**config.mk**
```make
export PLATFORM = sky130hd
export DESIGN_NAME = pwm_ramp_ctrl
export DESIGN_NICKNAME = d
export VERILOG_FILES = /design/src/rtl/pwm_ramp_ctrl.sv
export SDC_FILE = /design/constraint.sdc
export NUM_CORES = 1
export LEC_CHECK = 0
export BUFFER_PORTS_ARGS = -buffer_cell sky130_fd_sc_hd__buf_2
export CORE_MARGIN = 2
export CORE_UTILIZATION = 55
export DETAILED_ROUTE_END_ITERATION = 10
export PLACE_DENSITY = 0.78
export SYNTH_ARGS = -nofsm -noshare
export SYNTH_HDL_FRONTEND = slang
export SYNTH_SLANG_ARGS = --single-unit
```
**constraint.sdc**
```tcl
create_clock -name clk -period 12.22 [get_ports clk]
set_input_delay 1.222 -clock clk [delete_from_list [all_inputs] [get_ports clk]]
set_output_delay 1.222 -clock clk [all_outputs]
set_load 0.01 [all_outputs]
```
**src/rtl/pwm_ramp_ctrl.sv**
```systemverilog
// Host-programmable PWM duty ramp controller: forwards period writes and steps
// the duty cycle toward a target at a programmable interval.
module pwm_ramp_ctrl #(
  parameter int W = 20
) (
  input  logic         clk,
  input  logic         rst,
  input  logic         host_wr_n,
  input  logic [1:0]   host_addr,
  input  logic [W-1:0] host_data,
  output logic         pwm_wr_n,
  output logic         pwm_addr,
  output logic [W-1:0] pwm_data,
  output logic [W-1:0] cur_duty,
  output logic         busy,
  output logic         done
);

  typedef enum logic [2:0] {
    S_IDLE,
    S_WAIT,
    S_WR_PERIOD,
    S_WR_DUTY,
    S_DONE
  } state_e;

  localparam logic [W-1:0] ONE = W'(1);

  state_e       state_q, state_d;
  state_e       ret_q, ret_d;
  logic [W-1:0] period_q, period_d;
  logic [W-1:0] target_q, target_d;
  logic [W-1:0] step_q, step_d;
  logic [W-1:0] interval_q, interval_d;
  logic [W-1:0] cur_duty_q, cur_duty_d;
  logic [W-1:0] cnt_q, cnt_d;
  logic         pend_q, pend_d;
  logic         ramp_q, ramp_d;
  logic         pwm_wr_n_q, pwm_wr_n_d;
  logic         pwm_addr_q, pwm_addr_d;
  logic [W-1:0] pwm_data_q, pwm_data_d;

  logic         up;
  logic [W-1:0] step_eff, interval_eff, diff, delta, next_duty;

  // Next duty moves toward target by at most one step and never past it.
  always_comb begin
    step_eff     = (step_q == '0) ? ONE : step_q;
    interval_eff = (interval_q == '0) ? ONE : interval_q;
    up           = target_q > cur_duty_q;
    diff         = up ? (target_q - cur_duty_q) : (cur_duty_q - target_q);
    delta        = (step_eff < diff) ? step_eff : diff;
    next_duty    = up ? (cur_duty_q + delta) : (cur_duty_q - delta);
  end

  // NOTE: sequential state uses non-blocking assignments only, so every flop
  // samples the pre-edge value of every other flop.
  always_ff @(posedge clk or posedge rst) begin
    if (rst) begin
      state_q    <= S_IDLE;
      ret_q      <= S_IDLE;
      period_q   <= '0;
      target_q   <= '0;
      step_q     <= '0;
      interval_q <= '0;
      cur_duty_q <= '0;
      cnt_q      <= '0;
      pend_q     <= 1'b0;
      ramp_q     <= 1'b0;
      pwm_wr_n_q <= 1'b1;
      pwm_addr_q <= 1'b0;
      pwm_data_q <= '0;
    end else begin
      state_q    <= state_d;
      ret_q      <= ret_d;
      period_q   <= period_d;
      target_q   <= target_d;
      step_q     <= step_d;
      interval_q <= interval_d;
      cur_duty_q <= cur_duty_d;
      cnt_q      <= cnt_d;
      pend_q     <= pend_d;
      ramp_q     <= ramp_d;
      pwm_wr_n_q <= pwm_wr_n_d;
      pwm_addr_q <= pwm_addr_d;
      pwm_data_q <= pwm_data_d;
    end
  end

  // NOTE: every signal gets a default before the case so no path infers a latch.
  always_comb begin
    state_d    = state_q;
    ret_d      = ret_q;
    period_d   = period_q;
    target_d   = target_q;
    step_d     = step_q;
    interval_d = interval_q;
    cur_duty_d = cur_duty_q;
    cnt_d      = cnt_q;
    pend_d     = pend_q;
    ramp_d     = ramp_q;

    case (state_q)
      S_IDLE: begin
        if (pend_q) begin
          state_d = S_WR_PERIOD;
          ret_d   = S_IDLE;
        end else if (ramp_q) begin
          ramp_d = 1'b0;
          if (target_q != cur_duty_q) begin
            state_d = S_WAIT;
            cnt_d   = interval_eff;
          end else begin
            state_d = S_DONE;
          end
        end
      end
      S_WAIT: begin
        // The WAIT cycle that notices a period write still counts; the counter
        // holds only across the WR_PERIOD slot, delaying the ramp by one cycle.
        if (cnt_q > ONE) cnt_d = cnt_q - ONE;
        if (pend_q) begin
          state_d = S_WR_PERIOD;
          ret_d   = S_WAIT;
        end else if (cnt_q <= ONE) begin
          state_d    = S_WR_DUTY;
          cur_duty_d = next_duty;
        end
      end
      S_WR_PERIOD: begin
        pend_d  = 1'b0;
        state_d = ret_q;
      end
      S_WR_DUTY: begin
        if (cur_duty_q == target_q) begin
          state_d = S_DONE;
        end else begin
          state_d = S_WAIT;
          cnt_d   = interval_eff;
        end
      end
      S_DONE:  state_d = S_IDLE;
      default: state_d = S_IDLE;
    endcase

    // Host writes override any clear in the same cycle so none is lost.
    if (!host_wr_n) begin
      case (host_addr)
        2'd0: begin
          period_d = host_data;
          pend_d   = 1'b1;
        end
        2'd1: begin
          target_d = host_data;
          ramp_d   = 1'b1;
        end
        2'd2: step_d     = host_data;
        2'd3: interval_d = host_data;
      endcase
    end
  end

  always_comb begin
    pwm_wr_n_d = 1'b1;
    pwm_addr_d = pwm_addr_q;
    pwm_data_d = pwm_data_q;
    if (state_d == S_WR_PERIOD) begin
      pwm_wr_n_d = 1'b0;
      pwm_addr_d = 1'b0;
      pwm_data_d = period_q;
    end else if (state_d == S_WR_DUTY) begin
      pwm_wr_n_d = 1'b0;
      pwm_addr_d = 1'b1;
      pwm_data_d = next_duty;
    end
    busy = (state_q != S_IDLE) || pend_q || ramp_q;
    done = (state_q == S_DONE);
  end

  assign pwm_wr_n = pwm_wr_n_q;
  assign pwm_addr = pwm_addr_q;
  assign pwm_data = pwm_data_q;
  assign cur_duty = cur_duty_q;

endmodule

```
==> out/results.tsv <==
metric	value	unit
die width	142	um
Routed WL per cell	21.4	um
Overflow after GRT	0	
RSZ-0062 raised after global routing	false	
Area growth, synth to finish	9.36	%
endpoints failing hold	0	
antenna violations before repair	0	
Synth Area per Inst	8.77	um2
Total Neg Setup Slack	0	ps
Routed WL	31400	um
diodes inserted	0	
via count	9463	
core area	0.0187	mm2
largest net degree at the start of global routing	78	
clk_skew	16.6	ps
chip height	142	um
Post-Syn Area	0.0105	mm2
Synthesis Warnings	0	
GR Util met3	5.45	%
Tmin final	9290	ps
# DRC	0	
post-CTS setup buffers	0	
slowest stage delay, CP	590	ps
Clock Latency Late Sink	440	ps
slowest stage cell, crit path	o31ai_1	
Place WS	3150	ps
Layout fillers	1550	
CTS tree	built	
1st-iter DRT viols	928	
element type at the critical path end	register	
asr flop ratio synth	100	%
IO Port Bufs	68	
syn nets	1306	
grt met2 use	49.4	%
Die ar.	0.0202	mm2
Distinct cells, synth	79	
Reg clk slew, reported paths	70	ps
CP Class	register to register	
Final WS setup	2930	ps
Hold Path Class	register to register	
io pins	69	
final setup fails	0	
global-route wire length before repair	49700	um
gr usage total	31.9	%
Worst EP arrival	9590	ps
Slew @ Worst Pin	1120	ps
Max IR drop VDD	142	uV
Final Max Slew Viols	0	
met1 usage	44.3	%
antenna-violating nets left	0	
Pwr per Cell Area	253	mW/mm2
max-cap viol count	0	
layer with the highest usage	met2	
CTS resizes	0	
Post-Syn Instances	1199	
Max Fclk	108	MHz
Buf+Inv Stages, Crit Path	3	
Clock Path Buffers	2	
status	complete, no violations	
vias in the first global route	8938	
leak pwr	5.11	nW
register area share after synthesis	35.2	%
CP Launch Type	register	
GP Congestion	0.992	
Top cell by count, worst path	o21ai_0	
register bit count reported by yosys	148	
Core Rows	50	
post-route clock period utilization	76.0	%
Starting Density	56.2	%
cts hold-fix bufs	0	
share of cells above drive strength 1	16.7	%
clock tree sinks	148	
drt first pass iters	5	
DPL Wire Length	23300	um
slew margin rel.	25.1	%
number of CTS-inserted buffers	17	
clk root buf	clkbuf_16	
critical path required time	12520	ps
Avg Vias per Cell	6.45	
Post-synth EDFFs	0	
Max H-tree Level	4	
predominant post-synthesis flop cell	dfrtp_1	
crit-path max FO	43	
cell family with most CP delay	compound AO/OA/AOI/OAI gates	
Final nets	1328	
-- final timing paths --
kind,start,endpoint,slack [ps],cells past startpoint
max in group asynchronous,rst,pwm_data[17],9890,3
setup / recovery,cur_duty[1],cur_duty[19],2930,36
min in group asynchronous,rst,cnt_q[16],870,2
setup reg to reg,cur_duty[1],cur_duty[19],2930,36
hold reg to reg,cnt_q[16],cnt_q[16],480,2
hold / removal,cnt_q[16],cnt_q[16],480,2
-- worst min-delay path, cell delays in order, from the launching register on --
cell     delay [ps]
dfrtp_1         340
nand2_1          50
o21ai_0          60
-- cells in the mapped netlist, types with 9 or more instances --
cell type	number	share of area, %
a211oi_1	11	0.79
a21o_1	19	1.4
a21oi_1	98	4.7
a22oi_1	10	0.71
a31oi_1	12	0.71
and3_1	9	0.54
buf_2	11	0.52
clkbuf_1	55	2.0
dfrtp_1	147	35
ha_1	79	9.4
inv_1	70	2.5
mux2_2	63	6.7
nand2_1	118	4.2
nand2b_1	11	0.65
nand3_1	24	1.1
nand4_1	12	0.71
nor2_1	65	2.3
nor2b_1	9	0.54
nor3_1	37	1.8
nor4_1	18	1.1
o21ai_0	117	5.6
o22ai_1	17	1.0
xnor2_1	33	2.7
xor2_1	15	1.2
-- layer usage --
layer	vias to the layer above	routed length (um)
li1	4340	-
met1	4539	13400
met2	504	14000
met3	80	2730
met4	0	1260
met5	-	0
-- cell type report --
| type | count | area [um2] | share of cell area, % |
|---|---|---|---|
| inverters | 70 | 268 | 2.33 |
| flip-flops and latches | 148 | 3700 | 32.2 |
| clock inverters | 14 | 160 | 1.39 |
| well taps | 234 | 293 | 2.55 |
| clock buffers | 18 | 429 | 3.73 |
| multi-input cells | 907 | 6240 | 54.2 |
| repair buffers | 77 | 408 | 3.55 |
-- cell usage in the layout (no fill, tap or decap), types with 5 or more instances in the layout --
cell / instances
dfrtp_1: 147
nand2_1: 118
o21ai_0: 117
a21oi_1: 98
ha_1: 79
inv_1: 69
buf_2: 68
nor2_1: 65
mux2_2: 63
nor3_1: 35
xnor2_1: 33
nand3_1: 24
a21o_1: 19
nor4_1: 18
o22ai_1: 17
clkbuf_16: 17
xor2_1: 15
nand4_1: 12
a31oi_1: 12
a211oi_1: 11
nand2b_1: 11
a22oi_1: 10
and3_1: 9
buf_4: 9
nor2b_1: 8
nand3b_1: 7
or3_1: 7
a211o_1: 7
o31ai_1: 7
o21a_1: 6
inv_6: 6
and4_1: 5
or2_2: 5
a21boi_0: 5
mux2i_1: 5
o21ai_1: 5
-- through the flow --
| stage | hold slack, ps | cell area, um2 | utilization, % | total power [mW] | std cells |
|---|---|---|---|---|---|
| floorplan | 442 | 10500 | - | 1.93 | 1199 |
| global placement | 464 | 10900 | 58.3 | 2.29 | 1436 |
| detailed placement | 470 | 10900 | 58.3 | 2.32 | 1436 |
| CTS | 478 | 11500 | 61.5 | 2.88 | 1468 |
| global route | 525 | 11500 | 61.5 | 3.12 | 1468 |
| finish | 482 | 11500 | 61.5 | 2.91 | 1468 |
-- kinds of logic after synthesis --
group                      synth area share (%)
muxes                                      7.57
AOI/OAI and AO/OA                          20.7
adders and majority gates                  9.97
buffers and inverters                      5.66
xor gates and xnor gates                   4.15
DFF                                        35.2
and+or+nand+nor                            16.7
-- state kept, by name, summed over array words and instances (netlist names) --
signal,count
ret_q,1
pwm_addr,1
cur_duty,20
pend_q,1
ramp_q,1
pwm_data,20
step_q,20
state_q,3
target_q,20
interval_q,20
cnt_q,20
pwm_wr_n,1
period_q,20
-- report_power, final --
part	internal, mW	switching, mW
clock	0.291	0.241
sequential	0.619	0.124
combinational	0.627	1.00
Note: power is estimated with default switching activity, not from simulation.
